<file path="src/rtl/uart_tx_arbiter.sv">
// Round-robin arbiter sharing one UART_N transmitter between several producers.
// Define UART_TX_ARBITER_TIMEOUT_EN to enable the launch timeout counter and err pulse.
module uart_tx_arbiter #(
    parameter int unsigned requesters  = 4,
    parameter int unsigned word_width  = 8,
    parameter int unsigned ack_timeout = 16
) (
    input  logic                               clk,
    input  logic                               rst_n,
    input  logic [requesters-1:0]              req,
    input  logic [requesters*word_width-1:0]   req_data,
    output logic [requesters-1:0]              ack,
    output logic [requesters-1:0]              done,
    output logic                               err,
    output logic                               busy,
    output logic                               write,
    output logic [word_width-1:0]              T_W,
    input  logic                               T_locked
);

    localparam int unsigned IW = $clog2(requesters);

    if (requesters < 2 || ack_timeout < 2) begin : g_bad_params
        $error("uart_tx_arbiter: requesters and ack_timeout must both be at least 2");
    end

    typedef enum logic [1:0] {IDLE, ISSUE, LAUNCH, BUSY} state_t;

    state_t                  state, state_n;
    logic [IW-1:0]           idx, idx_n;
    logic [IW-1:0]           last, last_n;
    logic [IW-1:0]           grant_idx, cand;
    logic                    grant_found;
    logic [word_width-1:0]   word, word_n;
    logic [requesters-1:0]   ack_n, done_n;
    logic                    write_n, busy_n;

`ifdef UART_TX_ARBITER_TIMEOUT_EN
    localparam int unsigned CW = $clog2(ack_timeout);
    logic [CW-1:0]           cnt, cnt_n;
    logic                    err_n;
`endif

    assign T_W = word;

    // Round-robin search starting one past the last served requester.
    always_comb begin
        grant_found = 1'b0;
        grant_idx   = '0;
        cand        = '0;
        for (int unsigned i = 1; i <= requesters; i++) begin
            cand = IW'((32'(last) + i) % requesters);
            if (!grant_found && req[cand]) begin
                grant_found = 1'b1;
                grant_idx   = cand;
            end
        end
    end

    always_comb begin
        state_n = state;
        idx_n   = idx;
        last_n  = last;
        word_n  = word;
        ack_n   = '0;
        done_n  = '0;
        write_n = 1'b0;
`ifdef UART_TX_ARBITER_TIMEOUT_EN
        cnt_n   = cnt;
        err_n   = 1'b0;
`endif
        case (state)
            IDLE: begin
                // The done cycle is a settling cycle: no grant while done is high.
                if (grant_found && !T_locked && done == '0) begin
                    state_n          = ISSUE;
                    idx_n            = grant_idx;
                    word_n           = req_data[grant_idx*word_width +: word_width];
                    write_n          = 1'b1;
                    ack_n[grant_idx] = 1'b1;
                end
            end
            ISSUE: begin
                state_n = LAUNCH;
`ifdef UART_TX_ARBITER_TIMEOUT_EN
                cnt_n   = '0;
`endif
            end
            LAUNCH: begin
                if (T_locked) begin
                    state_n = BUSY;
                end
`ifdef UART_TX_ARBITER_TIMEOUT_EN
                else begin
                    cnt_n = cnt + 1'b1;
                    if (cnt_n == CW'(ack_timeout - 1)) begin
                        err_n   = 1'b1;
                        last_n  = idx;
                        state_n = IDLE;
                    end
                end
`endif
            end
            BUSY: begin
                if (!T_locked) begin
                    done_n[idx] = 1'b1;
                    last_n      = idx;
                    state_n     = IDLE;
                end
            end
            default: state_n = IDLE;
        endcase
        busy_n = (state_n != IDLE);
    end

    always_ff @(posedge clk or negedge rst_n) begin
        if (!rst_n) begin
            state <= IDLE;
            idx   <= '0;
            last  <= IW'(requesters - 1);
            word  <= '0;
            ack   <= '0;
            done  <= '0;
            write <= 1'b0;
            busy  <= 1'b0;
        end else begin
            state <= state_n;
            idx   <= idx_n;
            last  <= last_n;
            word  <= word_n;
            ack   <= ack_n;
            done  <= done_n;
            write <= write_n;
            busy  <= busy_n;
        end
    end

`ifdef UART_TX_ARBITER_TIMEOUT_EN
    always_ff @(posedge clk or negedge rst_n) begin
        if (!rst_n) begin
            cnt <= '0;
            err <= 1'b0;
        end else begin
            cnt <= cnt_n;
            err <= err_n;
        end
    end
`else
    assign err = 1'b0;
`endif

endmodule

</file>
<file path="config.mk">
export PLATFORM = sky130hd
export DESIGN_NAME = uart_tx_arbiter
export DESIGN_NICKNAME = d
export VERILOG_FILES = /design/src/rtl/uart_tx_arbiter.sv
export SDC_FILE = /design/constraint.sdc
export NUM_CORES = 1
export LEC_CHECK = 0
export BUFFER_PORTS_ARGS = -buffer_cell sky130_fd_sc_hd__buf_2
export CAP_MARGIN = 25
export CORE_MARGIN = 1.5
export CORE_UTILIZATION = 46
export DETAILED_ROUTE_END_ITERATION = 10
export GPL_ROUTABILITY_DRIVEN = 0
export GPL_TIMING_DRIVEN = 0
export PLACE_DENSITY = 0.79
export SETUP_SLACK_MARGIN = 0.15
export SYNTH_ARGS = -nofsm -noshare
export SYNTH_HDL_FRONTEND = slang
export SYNTH_SLANG_ARGS = --single-unit
</file>
<file path="constraint.sdc">
create_clock -name clk -period 2.5 [get_ports clk]
set_clock_uncertainty 0.15 [all_clocks]
set_input_delay 0.5 -clock clk [delete_from_list [all_inputs] [get_ports clk]]
set_output_delay 0.5 -clock clk [all_outputs]
set_load 0.03 [all_outputs]
</file>
==> impl_metrics.env <==
export IMPL_syn_area_um2=1280
export IMPL_clk_path_buf_depth=2
export IMPL_drt_iter0_markers=44
export IMPL_clkLatencyLatePin_ns=0.32
export IMPL_grt_pass1_wl_um=4990
export IMPL_cpMostUsedCell="a211oi_1"
export IMPL_failed_checks="negative hold slack"
export IMPL_groute_usage_overall_pct=20.1
export IMPL_clkSinkCount=24
export IMPL_die_w_um=55.8
export IMPL_ff2ff_setup_slack_ns=0.37
export IMPL_cts_tree="yes"
export IMPL_status="finished, violations left"
export IMPL_synth_area_mux_share_pct=3.90
export IMPL_diodes=0
export IMPL_antenna_found_initial=0
export IMPL_viasPerCell=5.43
export IMPL_synth_edff_count=0
export IMPL_cts_resized=0
export IMPL_synth_area_per_cell_um2=9.57
export IMPL_ctsHoldBuffers=0
export IMPL_cpMaxStageDelayCell="dfstp_2"
export IMPL_vdd_drop_max_mv=0.749
export IMPL_row_count=18
export IMPL_critPathMaxFanout=9
export IMPL_synth_xor_area_share_pct=0
export IMPL_synthArstFlopShare_pct=100
export IMPL_crit_path_start_kind="flop"
export IMPL_path_cells="mux2i_1 > a2bb2oi_1 > nand3_4 > a211oi_1 > a211oi_1"
export IMPL_power_density_nw_per_um2=1010
export IMPL_drive_above_1_share_pct=40.2
export IMPL_grt_pass1_vias=1171
export IMPL_synth_yosys_warnings=0
export IMPL_ys_types=37
export IMPL_grt_start_max_net_pins=25
export IMPL_worst_hold_slack_ns=-0.0200
export IMPL_nets=234
export IMPL_syn_num_nets=173
export IMPL_route_vias_total=1216
export IMPL_synth_top_family_by_area="simple AND/OR/NAND/NOR gates"
export IMPL_drv_cap=0
export IMPL_synth_seq_area_share_pct=47.0
export IMPL_cp_end_kind="flop"
export IMPL_r2r_cells=5
export IMPL_final_cell_area_um2=1650
export IMPL_cp_top_family="compound AO/OA/AOI/OAI gates"
export IMPL_worst_path_buf_inv=0
export IMPL_hold_class="input pin to async pin"
export IMPL_synthAdderAreaFrac_pct=0
export IMPL_dr_pass1_iters=4
export IMPL_p_leak_nw=0.839
export IMPL_tightest_slew_ns=0.526
export IMPL_area_delta_synth_final_pct=28.9
export IMPL_slew_headroom_pct=64.8
export IMPL_period_minus_slack_ns=2.13
export IMPL_ys_ff_latch=24
export IMPL_fmax_ghz=0.469
export IMPL_reg2reg_to="T_W[1]"
export IMPL_maxSlewViolCount=0
export IMPL_die_h_um=55.8
export IMPL_synthTopCellsByArea="dfrtp_1 43%, nand2_1 7.3%, a211oi_1 4.7%"
export IMPL_cp_slowest_stage_delay_ns=0.63
export IMPL_root_buffer="clkbuf_4"
export IMPL_initial_core_util_pct=50.0
export IMPL_pre_cts_ws_ns=0.361
export IMPL_cp_depth=5
export IMPL_setup_tns_final_ns=0
export IMPL_hold_viol_final=22
export IMPL_synthSimpleGateAreaFrac_pct=26.4
export IMPL_setup_violations=0
export IMPL_r2r_start="last[1]"
export IMPL_drt_wl_total_um=2880
export IMPL_synth_compound_area_share_pct=18.4
export IMPL_cts_buffers=3
export IMPL_critPathRequiredTime_ns=2.55
export IMPL_synth_largest_area_cell="dfrtp_1"
export IMPL_dpl_hpwl_um=2280
export IMPL_fin_ws_ns=0.368
export IMPL_ant_nets=0
export IMPL_rsz0062_at_grt="false"
export IMPL_route_detailed_wl_per_inst_um=12.9
export IMPL_place_area_um2=1600
export IMPL_io_pins=58
export IMPL_core_um2=2570
export IMPL_cts_setup_buffers=0
export IMPL_clk_pin_slew_ns=0.13
export IMPL_drc_errors=0
export IMPL_ys_flop_type="dfrtp_1"
export IMPL_die_area_um2=3110
export IMPL_syn_instance_count=134
export IMPL_htree_levels=1
export IMPL_port_buffers=56
export IMPL_arrival_ns=2.18
export IMPL_final_period_utilization_pct=85.3
export IMPL_worstSetupPathType="flop to flop"
export IMPL_synth_top_area_share_pct=42.9
export IMPL_overflow=0
-- sequential cells by signal, summed over array words and instances (netlist names) --
name and cells:
ack 4, busy 1, write 1, state 2, last 2, T_W 8, done 4, idx 2
-- routing by layer --
layer / GRT usage, % / vias up / wire length, µm
li1: - / 597 / -
met1: 25.0 / 560 / 1200
met2: 34.5 / 54 / 1430
met3: 3.95 / 5 / 216
met4: 7.32 / 0 / 38
met5: 0 / - / 0
-- kinds of logic (layout without fill, tap and decap cells) --
logic type / Yosys count / count (layout)
and+or+nand+nor: 64 / 64
other: 1 / 1
muxes: 5 / 5
AOI/OAI and AO/OA: 33 / 33
DFF: 24 / 24
buffers and inverters: 7 / 67
-- through the flow --
stage / utilization (%) / power [mW] / instances
2_1_floorplan: - / 1.18 / 134
3_3_place_gp: 62.3 / 1.38 / 220
3_5_place_dp: 62.3 / 1.40 / 220
4_1_cts: 64.4 / 1.68 / 224
5_1_grt: 64.4 / 1.78 / 224
6_report: 64.4 / 1.67 / 224
-- report_power, final --
part	switching, mW	internal (mW)	total, mW
Clock	0.120	0.162	0.282
Combinational	0.495	0.277	0.772
Sequential	0.0893	0.525	0.614
-- layout make-up --
class	count	area, µm²
inverter	1	6.26
clock inverter	1	30.0
timing repair buffer	56	280
buffer	6	43.8
tap	30	37.5
fill	227	915
multi-input combinational	103	629
clock buffer	3	22.5
sequential	24	603
-- synth_stat cells, types with 2 or more instances --
cell,n
or3_1,2
mux2i_1,5
o21ai_0,2
nand2_1,25
dfrtp_1,22
buf_4,3
dfstp_2,2
nor3_1,11
o32ai_1,3
a211oi_1,8
buf_2,2
a21oi_1,8
nor2_1,14
nand2b_1,2
o31a_1,3
-- placed cells by master, fill, tap and decap left out, drive strengths merged, types with 5 or more instances in the layout --
cell type / instances
a211oi: 8
a21oi: 9
buf: 62
dfrtp: 22
mux2i: 5
nand2: 25
nor2: 14
nor3: 12
-- worst max-delay path by stage --
stage                     startpoint      to  slack, ns
final                        last[1]  T_W[1]       0.37
after global routing         last[1]  T_W[1]       0.23
after CTS                    last[1]  T_W[1]       0.38
after detailed placement      req[3]  T_W[1]       0.36
after global placement        req[0]  T_W[7]       0.39
after floorplan               req[3]  T_W[5]       0.62
Note: power is estimated with default switching activity, not from simulation.
